**src/rtl/uart_pkg.sv**
```systemverilog
// Shared UART definitions: FSM state encoding and framing constants used by
// both the transmitter and the receiver.
package uart_pkg;

  localparam int OVERSAMPLE = 16;
  localparam int DATA_SIZE  = 8;

  typedef enum logic [2:0] {
    IDLE,
    START,
    DATA,
    PARITY,
    STOP
  } uart_state_t;

endpackage

```
**src/rtl/uart_transmitter.sv**
```systemverilog
// UART transmitter: start bit, data LSB first, optional even parity, stop bit(s),
// timed from the shared 16x s_tick. Macro UART_TX_PARITY_EN inserts the parity bit.
module uart_transmitter
  import uart_pkg::*;
#(
  parameter int data_size  = DATA_SIZE,
  parameter int stop_ticks = 16
) (
  input  logic                 clk,
  input  logic                 reset,
  input  logic                 s_tick,
  input  logic                 tx_start,
  input  logic [data_size-1:0] tx_din,
  output logic                 tx,
  output logic                 tx_busy,
  output logic                 tx_done_tick
);

  // The tick counter must also reach stop_ticks-1, which may exceed 15.
  localparam int TW = ($clog2(stop_ticks) > 4) ? $clog2(stop_ticks) : 4;
  localparam int BW = (data_size > 1) ? $clog2(data_size) : 1;
  localparam logic [TW-1:0] OS_LAST   = TW'(OVERSAMPLE - 1);
  localparam logic [TW-1:0] STOP_LAST = TW'(stop_ticks - 1);
  localparam logic [BW-1:0] BIT_LAST  = BW'(data_size - 1);

  uart_state_t          r_state, w_state_next;
  logic [TW-1:0]        r_tick_cnt, w_tick_cnt_next;
  logic [BW-1:0]        r_bit_cnt, w_bit_cnt_next;
  logic [data_size-1:0] r_shreg, w_shreg_next;
  logic                 r_tx, w_tx_next;
  logic                 r_done, w_done_next;
`ifdef UART_TX_PARITY_EN
  logic                 r_parity, w_parity_next;
`endif

  always_ff @(posedge clk or posedge reset) begin
    if (reset) begin
      r_state    <= IDLE;
      r_tick_cnt <= '0;
      r_bit_cnt  <= '0;
      r_shreg    <= '0;
      r_tx       <= 1'b1;
      r_done     <= 1'b0;
`ifdef UART_TX_PARITY_EN
      r_parity   <= 1'b0;
`endif
    end else begin
      r_state    <= w_state_next;
      r_tick_cnt <= w_tick_cnt_next;
      r_bit_cnt  <= w_bit_cnt_next;
      r_shreg    <= w_shreg_next;
      r_tx       <= w_tx_next;
      r_done     <= w_done_next;
`ifdef UART_TX_PARITY_EN
      r_parity   <= w_parity_next;
`endif
    end
  end

  // Line level is computed from the current state, so tx lags each transition by one clk.
  always_comb begin
    w_state_next    = r_state;
    w_tick_cnt_next = r_tick_cnt;
    w_bit_cnt_next  = r_bit_cnt;
    w_shreg_next    = r_shreg;
    w_tx_next       = 1'b1;
    w_done_next     = 1'b0;
`ifdef UART_TX_PARITY_EN
    w_parity_next   = r_parity;
`endif
    case (r_state)
      IDLE: begin
        if (tx_start) begin
          w_shreg_next    = tx_din;
          w_tick_cnt_next = '0;
          w_bit_cnt_next  = '0;
          w_state_next    = START;
`ifdef UART_TX_PARITY_EN
          w_parity_next   = ^tx_din;
`endif
        end
      end
      START: begin
        w_tx_next = 1'b0;
        if (s_tick) begin
          if (r_tick_cnt == OS_LAST) begin
            w_tick_cnt_next = '0;
            w_state_next    = DATA;
          end else begin
            w_tick_cnt_next = r_tick_cnt + 1'b1;
          end
        end
      end
      DATA: begin
        w_tx_next = r_shreg[0];
        if (s_tick) begin
          if (r_tick_cnt == OS_LAST) begin
            w_tick_cnt_next = '0;
            w_shreg_next    = r_shreg >> 1;
            if (r_bit_cnt == BIT_LAST) begin
`ifdef UART_TX_PARITY_EN
              w_state_next = PARITY;
`else
              w_state_next = STOP;
`endif
            end else begin
              w_bit_cnt_next = r_bit_cnt + 1'b1;
            end
          end else begin
            w_tick_cnt_next = r_tick_cnt + 1'b1;
          end
        end
      end
`ifdef UART_TX_PARITY_EN
      PARITY: begin
        w_tx_next = r_parity;
        if (s_tick) begin
          if (r_tick_cnt == OS_LAST) begin
            w_tick_cnt_next = '0;
            w_state_next    = STOP;
          end else begin
            w_tick_cnt_next = r_tick_cnt + 1'b1;
          end
        end
      end
`endif
      STOP: begin
        w_tx_next = 1'b1;
        if (s_tick) begin
          if (r_tick_cnt == STOP_LAST) begin
            w_tick_cnt_next = '0;
            w_done_next     = 1'b1;
            w_state_next    = IDLE;
          end else begin
            w_tick_cnt_next = r_tick_cnt + 1'b1;
          end
        end
      end
      default: w_state_next = IDLE;
    endcase
  end

  assign tx           = r_tx;
  assign tx_busy      = (r_state != IDLE);
  assign tx_done_tick = r_done;

endmodule
```
**config.mk**
```make
export PLATFORM = sky130hd
export DESIGN_NAME = uart_transmitter
export DESIGN_NICKNAME = d
export VERILOG_FILES = /design/src/rtl/uart_pkg.sv /design/src/rtl/uart_transmitter.sv
export SDC_FILE = /design/constraint.sdc
export NUM_CORES = 1
export LEC_CHECK = 0
export ABC_CLOCK_PERIOD_IN_PS = 2100
export BUFFER_PORTS_ARGS = -buffer_cell sky130_fd_sc_hd__buf_4
export CORE_ASPECT_RATIO = 1.75
export CORE_MARGIN = 1.5
export CORE_UTILIZATION = 45
export CTS_BUF_LIST = sky130_fd_sc_hd__clkbuf_16
export CTS_CLUSTER_DIAMETER = 100
export DETAILED_ROUTE_END_ITERATION = 7
export MAX_ROUTING_LAYER = met4
export SLEW_MARGIN = 5
export SYNTH_ARGS = -nofsm -noshare
export SYNTH_HDL_FRONTEND = slang
export SYNTH_SLANG_ARGS = --single-unit
export TNS_END_PERCENT = 30
```
**constraint.sdc**
```tcl
create_clock -name clk -period 2.1 [get_ports clk]
set_input_delay 0.105 -clock clk [delete_from_list [all_inputs] [get_ports clk]]
set_output_delay 0.105 -clock clk [all_outputs]
set_load 0.02 [all_outputs]
```
==> out/summary.txt <==
Reg2Reg Capture Point: r_state[2]
Initial Util: 47.2%
EDFF count, synth: 0
Reg2Reg Launch Point: r_tick_cnt[0]
root buffer cell: clkbuf_16
first-pass GRT wire length: 3130 um
status: complete, but fails checks
DRC: 0
Setup crit end kind: flip-flop
Critical Path Fanout Max: 6
RSZ-0062 raised after global routing: false
Fin Setup TNS: 0 ns
GR Util All Layers: 16.9%
Worst-Margin Slew: 0.752 ns
Crit Path Class: reg -> reg
DRT Pass-1 Iters: 2
R2R Setup Slk: 0.49 ns
IO Count: 15
CTS tree: yes
Critical Path RT: 2.27 ns
relative slew slack: 49.8%
Syn. warnings: 0
share of the yosys chip area belonging to registers: 46.1%
slowest CP cell: or3b_2
Startpoint Class: flip-flop
syn_nets: 117
Setup Skew: 0.00309 ns
Final nets: 132
vias in the first global route: 740
Syn Inst Count: 102
gp weighted congestion: 0.783
worst reg-to-reg path cell count: 4
initial drt markers: 15
Slew Viols, Final: 0
PostCTS Resize Cnt: 0
Die ar.: 2730 sq um
total core area: 2300 sq um
power per standard cell area: 1020 nW/um^2
post-DR vias/cell: 5.43
Clock transition at path regs: 0.05 ns
initial antenna violation count: 0
Peak Freq: 621 MHz
grt ovf: 0
Tcrit/Tclk final: 76.7%
critical path cell sequence: ha_1 > and4_1 > or3b_2 > a21oi_1
Hold-fix buffers, CTS: 0
Hold Fails Final Rpt: 10
Post-Syn Area: 1090 sq um
post-DR wirelength/cell: 13.7 um
vias post-DR: 766
worst-skew pair later-pin latency: 0.25 ns
area delta synth->final: 16.7%
Final min period: 1.61 ns
port bufs: 14
post-CTS setup buffer count: 0
pre-CTS WS: 0.500 ns
count of unique library cells instantiated by Yosys: 34
Yosys reg bits: 20
CTS Sinks: 20
Arr. time, crit path: 1.78 ns
die height: 68.0 um
Longest Clk Path Bufs: 2
Inserted Clock Buffers: 3
CP peak stage delay: 0.45 ns
asr flop ratio synth: 100%
Leak: 0.610 nW
failing checks: negative hold slack
die width: 40.2 um
Most used DFF post-synth: dfrtp_1
Hold Slack: -0.00579 ns
Avg Inst Size Synth: 10.7 sq um
antenna-violating nets left: 0
post-DP HPWL: 1470 um
pin count of the biggest net entering global routing: 21
HP Class: in -> async
layout cells sized above 1: 29.3%
placement row count: 23
H-Tree Depth: 1
maximum VDD drop: 0.628 mV
setup slack after layout: 0.489 ns
Routed Wire Length: 1930 um
final setup vio count: 0
Max-cap violations: 0
number of diodes: 0
[worst max-delay path, delay by kind of cell (launching register included)]
kind,cells,cell delay [ns]
and+or+nand+nor,2,0.68
DFF,1,0.42
adders and majority gates,1,0.28
AOI/OAI and AO/OA,1,0.14
[cell type report]
class	count	area (sq um)
multi-input cells	66	499
fillers	213	1030
clock inverters	1	3.75
well taps	25	31.3
repair buffers	16	120
flip-flops and latches	20	502
inverters	10	37.5
clock buffers	3	75.1
[power by group]
| part | switching (mW) | internal, mW | total (mW) | leakage [nW] |
|---|---|---|---|---|
| combinational | 0.155 | 0.168 | 0.323 | 0.326 |
| sequential | 0.0921 | 0.503 | 0.595 | 0.242 |
| clock | 0.126 | 0.253 | 0.378 | 0.0423 |
[metal layers]
metal	share of wire, %	GRT usage (%)	vias to the layer above
met1	42	20.1	364
met5	0	-	-
met3	2.2	2.92	2
met2	55	27.4	10
li1	-	-	390
met4	0.88	6.47	0
[flip-flops by register name, summed over array words and instances, names as in the netlist]
signal	count
r_bit_cnt	3
r_shreg	8
r_state	3
r_tick_cnt	4
tx	1
tx_done_tick	1
[how the worst max path moves through the flow]
| stage | from | endpoint |
|---|---|---|
| floorplan | r_tick_cnt[0] | r_state[2] |
| global placement | r_tick_cnt[0] | r_state[2] |
| detailed placement | r_tick_cnt[0] | r_state[2] |
| CTS | r_tick_cnt[0] | r_state[2] |
| global route | r_tick_cnt[0] | r_state[2] |
| finish | r_tick_cnt[0] | r_state[2] |
[kinds of logic after synthesis]
kind of cell | share of synthesized area (%)
and+or+nand+nor | 16.8
DFF | 46.1
AOI/OAI and AO/OA | 22.9
xor gates and xnor gates | 0.806
buffers and inverters | 7.94
adders and majority gates | 3.45
muxes | 1.96
[cell usage in the layout (no fill, tap or decap)]
cell / instances
dfrtp_1: 19
buf_4: 16
inv_1: 11
o22ai_1: 7
a21oi_2: 7
nand2_1: 5
o21ai_0: 5
nor2_1: 4
nor2b_1: 4
a21oi_1: 4
a22o_1: 4
o21bai_1: 3
ha_1: 3
clkbuf_16: 3
nand3_1: 2
and4bb_4: 1
nor3b_2: 1
nand3b_1: 1
nand2b_4: 1
and2_4: 1
or3_1: 1
nand2b_1: 1
and4_1: 1
and3_1: 1
xor2_1: 1
mux2_2: 1
a221oi_4: 1
and4b_1: 1
or3b_2: 1
nand4b_1: 1
o41ai_1: 1
a31oi_1: 1
mux2i_1: 1
dfstp_2: 1
[synthesized netlist by cell type (2+ instances only)]
cell,instances,area (sq um)
a21oi_1,4,20.0
a21oi_2,7,61.3
a22o_1,4,35.0
buf_2,3,15.0
buf_6,3,33.8
dfrtp_1,19,475
ha_1,3,37.5
inv_1,10,37.5
nand2_1,5,18.8
nand3_1,2,10.0
nor2_1,4,15.0
nor2b_1,4,25.0
o21ai_0,5,25.0
o21bai_1,3,22.5
o22ai_1,7,43.8
[per-stage QoR]
step,hold WS [ns],util (%),instance area [sq um],power (mW),cells
CTS,0.0233,55.1,1270,1.32,141
global route,0.0558,55.1,1270,1.39,141
finish,-0.00579,55.1,1270,1.30,141
detailed placement,0.291,51.7,1190,0.932,137
floorplan,0.0681,-,1090,0.848,102
global placement,0.286,51.7,1190,0.922,137
No activity file was read; power rests on OpenSTA's default activity.
